### src/rtl/sq_dist_accum_sqrt.sv
// Sequential Euclidean-distance engine: accumulates sum((a_i-b_i)^2) over a
// vector with a saturating 32-bit sum, then runs a 16-cycle bit-serial
// restoring square root and offers {sum_sq, dist, ovf} on a valid/ready port.
//
// state    | meaning
// ---------+------------------------------------------------------------
// ST_ACCUM | accepting element pairs, summing squared differences
// ST_SQRT  | one root bit per cycle, 16 cycles, input stalled
// ST_OUT   | result offered downstream, held until taken
module sq_dist_accum_sqrt #(
  parameter int ELEM_W  = 9,
  parameter int VEC_LEN = 4
) (
  input  logic              clk,
  input  logic              rst_n,
  input  logic              in_valid,
  output logic              in_ready,
  input  logic [ELEM_W-1:0] in_a,
  input  logic [ELEM_W-1:0] in_b,
  output logic              out_valid,
  input  logic              out_ready,
  output logic [31:0]       out_sum_sq,
  output logic [15:0]       out_dist,
  output logic              out_ovf
);

  localparam int SQ_W  = 2 * ELEM_W + 2;
  // One bit wider than the widest addend so the carry out flags saturation.
  localparam int SUM_W = (SQ_W > 32) ? SQ_W + 1 : 33;
  localparam logic [7:0] LAST_ELEM = 8'(VEC_LEN - 1);
  localparam logic [7:0] LAST_STEP = 8'd15;

  typedef enum logic [1:0] {
    ST_ACCUM,
    ST_SQRT,
    ST_OUT
  } state_e;

  state_e      state_q, state_d;
  logic [7:0]  cnt_q, cnt_d;
  logic [31:0] acc_q, acc_d;
  logic        ovf_q, ovf_d;
  logic [31:0] rad_q, rad_d;
  logic [17:0] rem_q, rem_d;
  logic [15:0] root_q, root_d;
  logic [31:0] out_sum_sq_q, out_sum_sq_d;
  logic [15:0] out_dist_q, out_dist_d;
  logic        out_ovf_q, out_ovf_d;

  logic signed [ELEM_W:0] diff;
  logic [ELEM_W:0]        diff_mag;
  logic [SQ_W-1:0]        sq;
  logic [SUM_W-1:0]       sum_full;
  logic                   sum_sat;
  logic [31:0]            sum_next;

  logic [19:0] rem_sh;
  logic [19:0] trial;
  logic        take;
  logic [17:0] rem_step;
  logic [15:0] root_step;

  // Squared difference of the current operands and the saturating running sum.
  // |d| never reaches 2^ELEM_W, so the magnitude fits in ELEM_W+1 bits.
  always_comb begin
    diff = $signed({in_a[ELEM_W-1], in_a}) - $signed({in_b[ELEM_W-1], in_b});
    if (diff[ELEM_W]) diff_mag = $unsigned(-diff);
    else              diff_mag = $unsigned(diff);
    sq       = SQ_W'(diff_mag) * SQ_W'(diff_mag);
    sum_full = SUM_W'(acc_q) + SUM_W'(sq);
    sum_sat  = |sum_full[SUM_W-1:32];
    sum_next = sum_sat ? 32'hFFFF_FFFF : sum_full[31:0];
  end

  // One restoring square-root step: bring down two radicand bits, try root*4+1.
  // The remainder stays <= 2*root, so it fits in 18 bits between steps.
  always_comb begin
    rem_sh    = {rem_q, rad_q[31:30]};
    trial     = {2'b00, root_q, 2'b01};
    take      = (rem_sh >= trial);
    rem_step  = take ? 18'(rem_sh - trial) : rem_sh[17:0];
    root_step = {root_q[14:0], take};
  end

  // Next-state and handshake logic.
  always_comb begin
    state_d      = state_q;
    cnt_d        = cnt_q;
    acc_d        = acc_q;
    ovf_d        = ovf_q;
    rad_d        = rad_q;
    rem_d        = rem_q;
    root_d       = root_q;
    out_sum_sq_d = out_sum_sq_q;
    out_dist_d   = out_dist_q;
    out_ovf_d    = out_ovf_q;
    in_ready     = 1'b0;
    out_valid    = 1'b0;
    case (state_q)
      ST_ACCUM: begin
        in_ready = 1'b1;
        if (in_valid) begin
          acc_d = sum_next;
          ovf_d = ovf_q | sum_sat;
          if (cnt_q == LAST_ELEM) begin
            cnt_d   = 8'd0;
            rad_d   = sum_next;
            rem_d   = 18'd0;
            root_d  = 16'd0;
            state_d = ST_SQRT;
          end else begin
            cnt_d = cnt_q + 8'd1;
          end
        end
      end
      ST_SQRT: begin
        rad_d  = {rad_q[29:0], 2'b00};
        rem_d  = rem_step;
        root_d = root_step;
        if (cnt_q == LAST_STEP) begin
          cnt_d        = 8'd0;
          out_sum_sq_d = acc_q;
          out_dist_d   = root_step;
          out_ovf_d    = ovf_q;
          state_d      = ST_OUT;
        end else begin
          cnt_d = cnt_q + 8'd1;
        end
      end
      ST_OUT: begin
        out_valid = 1'b1;
        if (out_ready) begin
          acc_d   = 32'd0;
          ovf_d   = 1'b0;
          state_d = ST_ACCUM;
        end
      end
      default: state_d = ST_ACCUM;
    endcase
  end

  // State and datapath registers; reset discards any partial vector or root.
  always_ff @(posedge clk or negedge rst_n) begin
    if (!rst_n) begin
      state_q      <= ST_ACCUM;
      cnt_q        <= 8'd0;
      acc_q        <= 32'd0;
      ovf_q        <= 1'b0;
      rad_q        <= 32'd0;
      rem_q        <= 18'd0;
      root_q       <= 16'd0;
      out_sum_sq_q <= 32'd0;
      out_dist_q   <= 16'd0;
      out_ovf_q    <= 1'b0;
    end else begin
      state_q      <= state_d;
      cnt_q        <= cnt_d;
      acc_q        <= acc_d;
      ovf_q        <= ovf_d;
      rad_q        <= rad_d;
      rem_q        <= rem_d;
      root_q       <= root_d;
      out_sum_sq_q <= out_sum_sq_d;
      out_dist_q   <= out_dist_d;
      out_ovf_q    <= out_ovf_d;
    end
  end

  assign out_sum_sq = out_sum_sq_q;
  assign out_dist   = out_dist_q;
  assign out_ovf    = out_ovf_q;

endmodule

### config.mk
export PLATFORM = sky130hd
export DESIGN_NAME = sq_dist_accum_sqrt
export DESIGN_NICKNAME = d
export VERILOG_FILES = /design/src/rtl/sq_dist_accum_sqrt.sv
export SDC_FILE = /design/constraint.sdc
export NUM_CORES = 1
export LEC_CHECK = 0
export CELL_PAD_IN_SITES_DETAIL_PLACEMENT = 1
export CELL_PAD_IN_SITES_GLOBAL_PLACEMENT = 1
export CORE_MARGIN = 1
export CORE_UTILIZATION = 51
export DETAILED_ROUTE_END_ITERATION = 12
export GPL_TIMING_DRIVEN = 0
export PLACE_DENSITY = 0.95
export SLEW_MARGIN = 20
export SYNTH_ARGS = -nofsm -noshare
export SYNTH_HDL_FRONTEND = slang
export SYNTH_SLANG_ARGS = --single-unit
### constraint.sdc
create_clock -name clk -period 12.55 [get_ports clk]
set_input_delay 3.1375 -clock clk [delete_from_list [all_inputs] [get_ports clk]]
set_output_delay 3.1375 -clock clk [all_outputs]
set_load 0.01 [all_outputs]
; ---- Word level (Yosys, flattened, before mapping)
; Index checks and enable logic that the tools add are counted.
[op_classes]
add_sub_neg = 5
mul = 1
magnitude_cmp = 1
eq_ne = 8
mux = 29
bitwise = 1
reduce_logical = 8
[ops]
columns = operator, count
row1 = $mux W32, 5
row2 = $pmux W32 S2, 2
row3 = $mux W18, 3
row4 = $pmux W18 S2, 1
row5 = $add A32 B20 Y33, 1
row6 = $mux W16, 2
row7 = $pmux W16 S2, 1
row8 = $mux W8, 3
row9 = $ge A20 B18 Y1, 1
row10 = $mul A10 B10 Y20, 1
row11 = $sub A18 B18 Y18, 1
row12 = $pmux W8 S2, 1
row13 = $mux W10, 1
row14 = $neg A10 Y10, 1
row15 = $sub A9 B9 Y10, 1
row16 = $add A8 B1 Y8 const B, 1
row17 = $eq A8 B2 Y1 const B, 1
row18 = $eq A8 B4 Y1 const B, 1
row19 = $mux W2, 4
row20 = $ne A2 B2 Y1 const B, 4
row21 = $pmux W2 S3, 1
row22 = $reduce_and A3 Y1, 2
row23 = $mux W1, 4
row24 = $reduce_and A2 Y1, 2
row25 = other kinds (7), 8
[totals]
regBits = 158
out_inout_bits = 51
wordCells = 63

; ---- Logic depth before layout (Yosys ltp)
[depth]
word_depth = 9
depth_mapped = 35
ltp_nobuf = 33

; ---- Worst setup path after synthesis
; Ideal clock, no wire load.
[synth_path]
kind = input port to flip-flop
start = in in_a[0]
end = reg rad_q[31]
arrival_time_ns = 10.138
required_time_ns = 12.413
path_slack_ns = 2.275
path_stages = 30
path_cell_list = inv_1 ha_1 inv_1 fa_1 a21o_1 a21oi_2 xnor2_1 or4_4 o21bai_4 xor2_4 inv_4 nand2_1 fa_1 fa_1 inv_1 fa_1 fa_1 inv_1 fa_1 inv_1 ha_1 inv_1 nor4_2 o2111ai_1 a21oi_1 nor2_1 o31a_1 buf_4 o311ai_0 nand3_1
[synth_between]
elab_chain_cells = 9
[synth_lines]
columns = item, line_no
row1 = start: declaration, 18  ; input logic [ELEM_W-1:0] in_a,
row2 = $sub A9 B9 Y10 *, 66  ; diff = $signed({in_a[ELEM_W-1], in_a}) - $signed({in_b[ELEM_W-1], in_b});
row3 = $neg A10 Y10, 67  ; if (diff[ELEM_W]) diff_mag = $unsigned(-diff);
row4 = $mux W10 *, 67
row5 = $mul A10 B10 Y20 *, 69  ; sq = SQ_W'(diff_mag) * SQ_W'(diff_mag);
row6 = $add A32 B20 Y33 *, 70  ; sum_full = SUM_W'(acc_q) + SUM_W'(sq);
row7 = $mux W32 *, 72  ; sum_next = sum_sat ? 32'hFFFF_FFFF : sum_full[31:0];
row8 = $mux W32 *, 105  ; if (cnt_q == LAST_ELEM) begin
row9 = $mux W32 *, 102  ; if (in_valid) begin
row10 = $pmux W32 S2 *, 99  ; case (state_q)
row11 = end signal: assignment, 160  ; rad_q <= rad_d;
row12 = end: declaration, 43  ; logic [31:0] rad_q, rad_d;
; Mark *: on every way between the ends. The rest lies on a longest branch, timed or not. The select of a mux whose other input is x is not followed.
; A chain may end at the register's enable or synchronous reset.

; ---- Worst setup path after layout
[layout_path]
start = in in_b[0]
end = reg rad_q[10]
[layout_between]
elab_chain_cells = 9
[layout_lines]
columns = item, line_no
row1 = start: declaration, 19  ; input logic [ELEM_W-1:0] in_b,
row2 = $sub A9 B9 Y10 *, 66
row3 = $neg A10 Y10, 67
row4 = $mux W10 *, 67
row5 = $mul A10 B10 Y20 *, 69
row6 = $add A32 B20 Y33 *, 70
row7 = $mux W32 *, 72
row8 = $mux W32 *, 105
row9 = $mux W32 *, 102
row10 = $pmux W32 S2 *, 99
; Marks and branches as above.

==> results_dict.tcl <==
set metrics [dict create \
    status "complete, no violations" \
    drc 0 \
    synth_flop_cell "dfrtp_1" \
    n_antenna_cell 0 \
    slew_violations 0 \
    synth.top_cell.area_share_pct 34.0 \
    grtUsageTotal_pct 36.2 \
    htreeDepth 4 \
    die_height_um 153 \
    netlist_area_um2 11600 \
    finalCritPeriodShare_pct 96.9 \
    worst_setup_path_end_kind "flop" \
    cts_resized 0 \
    via_count 10600 \
    synth_cell_types 77 \
    clockBufferDepth 2 \
    die_x_um 153 \
    crit_type "in -> reg" \
    dieArea_um2 23400 \
    timing.final.crit_period_ps 12160 \
    synth-seq-area-share_pct 34.0 \
    drive_above_1_share_pct 6.75 \
    final_nets 1524 \
    finalSetupViolCount 0 \
    gr-total-overflow 0 \
    cts_tree "yes" \
    hold_buffers 0 \
    routedWlPerCell_um 24.9 \
    fin_skew_ps 16.2 \
    ys_async_sr_fraction_pct 100 \
    ys_warn_count 0 \
    antenna_found_initial 0 \
    grt_max_degree 95 \
    start_kind "primary input" \
    vias_per_cell 6.46 \
    io_buffers 72 \
    cpPeakStageDelay_ps 550 \
    setup_tns_ps 0 \
    area_delta_synth_final_pct 14.6 \
    pin_count 73 \
    post-cts-setup-buffer-count 0 \
    ys_seq_elements 158 \
    antenna_left 0 \
    synth.area.top_cells "dfrtp_1 34%, fa_1 11%, ha_1 9.2%" \
    clk_latency_ps 460 \
    root_buffer "clkbuf_16" \
    relSlewSlack_pct 25.3 \
    crit_required_ps 12850 \
    syn-instance-count 1253 \
    first_pass_iters 7 \
    layout_common_cells "166 x inv_1, 158 x dfrtp_1, 131 x nand2_1" \
    synth_top_area_cell "dfrtp_1" \
    clock_sinks 158 \
    grt_pass1_vias 11800 \
    syn_avg_cell_area_um2 9.29 \
    start_util_pct 52.7 \
    mostFrequentLayoutCell "inv_1" \
    numCtsBuffers 17 \
    nFillCells 2460 \
    worst_path_most_repeated_cell "fa_1" \
    hold_path_class "reg -> reg" \
    rows 54 \
    hold_viol 0 \
    gp_congestion 0.875 \
    core_area_um2 22100 \
    worst_slew_pin_slew_ps 1120 \
    maxCapViolCount 0 \
    arrival_ps 12450 \
    synth_edf_count 0 \
    path_max_fanout 10 \
    wl_mm 41.0 \
    drt-initial-drc-count 913 \
    hpwlAfterDp_mm 27.6 \
    max_freq_mhz 82.3 \
    rsz0062_at_grt "no" \
    slowest_stage "fa_1" \
    grt_pass1_wl_mm 65.2 \
    clk_pin_slew_ps 70 \
]
## registers in the layout (all words and copies together), names as in the netlist
register,cells
out_ovf,1
out_sum_sq,32
rem_q,18
out_dist,16
cnt_q,8
state_q,2
root_q,16
ovf_q,1
rad_q,32
acc_q,32
## kinds of logic after synthesis
family	synth area share (%)
buf+inv	7.28
fa+ha+maj	20.6
other cells	0.0645
flops	34.0
mux	4.31
compound gates	16.1
simple gates	13.0
xor+xnor	4.67
## through the flow
| stage | utilization, % | instance area, um2 | hold WS [ps] | setup slack (ps) | instances |
|---|---|---|---|---|---|
| after detailed placement | 57.7 | 12800 | 473 | 413 | 1611 |
| final | 60.4 | 13300 | 485 | 393 | 1643 |
| after CTS | 60.4 | 13300 | 488 | 647 | 1643 |
| after global placement | 57.6 | 12700 | 461 | 952 | 1610 |
| after floorplan | - | 11700 | 446 | 2280 | 1258 |
| after global routing | 60.4 | 13300 | 508 | 262 | 1643 |
## routing by layer
layer | vias to the layer above | global-route usage, % | share of wire (%) | wire length, um
li1 | 4432 | - | - | -
met1 | 5364 | 41.2 | 37 | 15300
met2 | 593 | 63.8 | 51 | 20800
met3 | 224 | 7.06 | 6.4 | 2600
met4 | 0 | 20.3 | 5.5 | 2260
met5 | - | 0 | 0 | 0
## worst max-delay path, delay by kind of cell
family	cells	cell delay (ps)
adders and majority gates	8	3640
AOI/OAI and AO/OA	10	2450
and+or+nand+nor	7	1430
buffers and inverters	8	1400
xor gates and xnor gates	1	380
## worst paths after layout
| kind | start | endpoint | slack (ps) | depth (start not counted) |
|---|---|---|---|---|
| hold / removal | out_dist[3]$_DFFE_PN0P_ | out_dist[3]$_DFFE_PN0P_ | 490 | 2 |
| max in group asynchronous | rst_n | acc_q[16]$_DFFE_PN0P_ | 9060 | 2 |
| setup reg to reg | acc_q[5]$_DFFE_PN0P_ | rad_q[10]$_DFFE_PN0P_ | 7120 | 16 |
| min in group asynchronous | rst_n | root_q[3]$_DFFE_PN0P_ | 2620 | 1 |
| hold reg to reg | out_dist[3]$_DFFE_PN0P_ | out_dist[3]$_DFFE_PN0P_ | 490 | 2 |
| setup / recovery | in_b[0] | rad_q[10]$_DFFE_PN0P_ | 390 | 34 |
## Yosys cell counts (all sizes together), types with 10 or more instances
cell and instances:
xor2 20, inv 167, clkbuf 37, xnor2 39
nor3 19, buf 13, nand2b 12, o31ai 10
nand2 131, nor2b 11, mux2i 22, a22oi 27
nor2 74, mux2 25, fa 66, o21ai 113
dfrtp 158, ha 86, and3 13, a21o 17
a21oi 56, nand3 29
## layout make-up
type                    instances  area [um2]  area share, %
flip-flops and latches        158        3950           29.6
clock inverters                15         156           1.17
well taps                     280         350           2.63
plain buffers                  50         214           1.60
multi-input cells             882        6850           51.4
inverters                     168         633           4.75
repair buffers                 73         753           5.65
clock buffers                  17         425           3.19
Power is not shown: default switching activity piles up to over one toggle a cycle in this logic, so the estimate is an artifact.
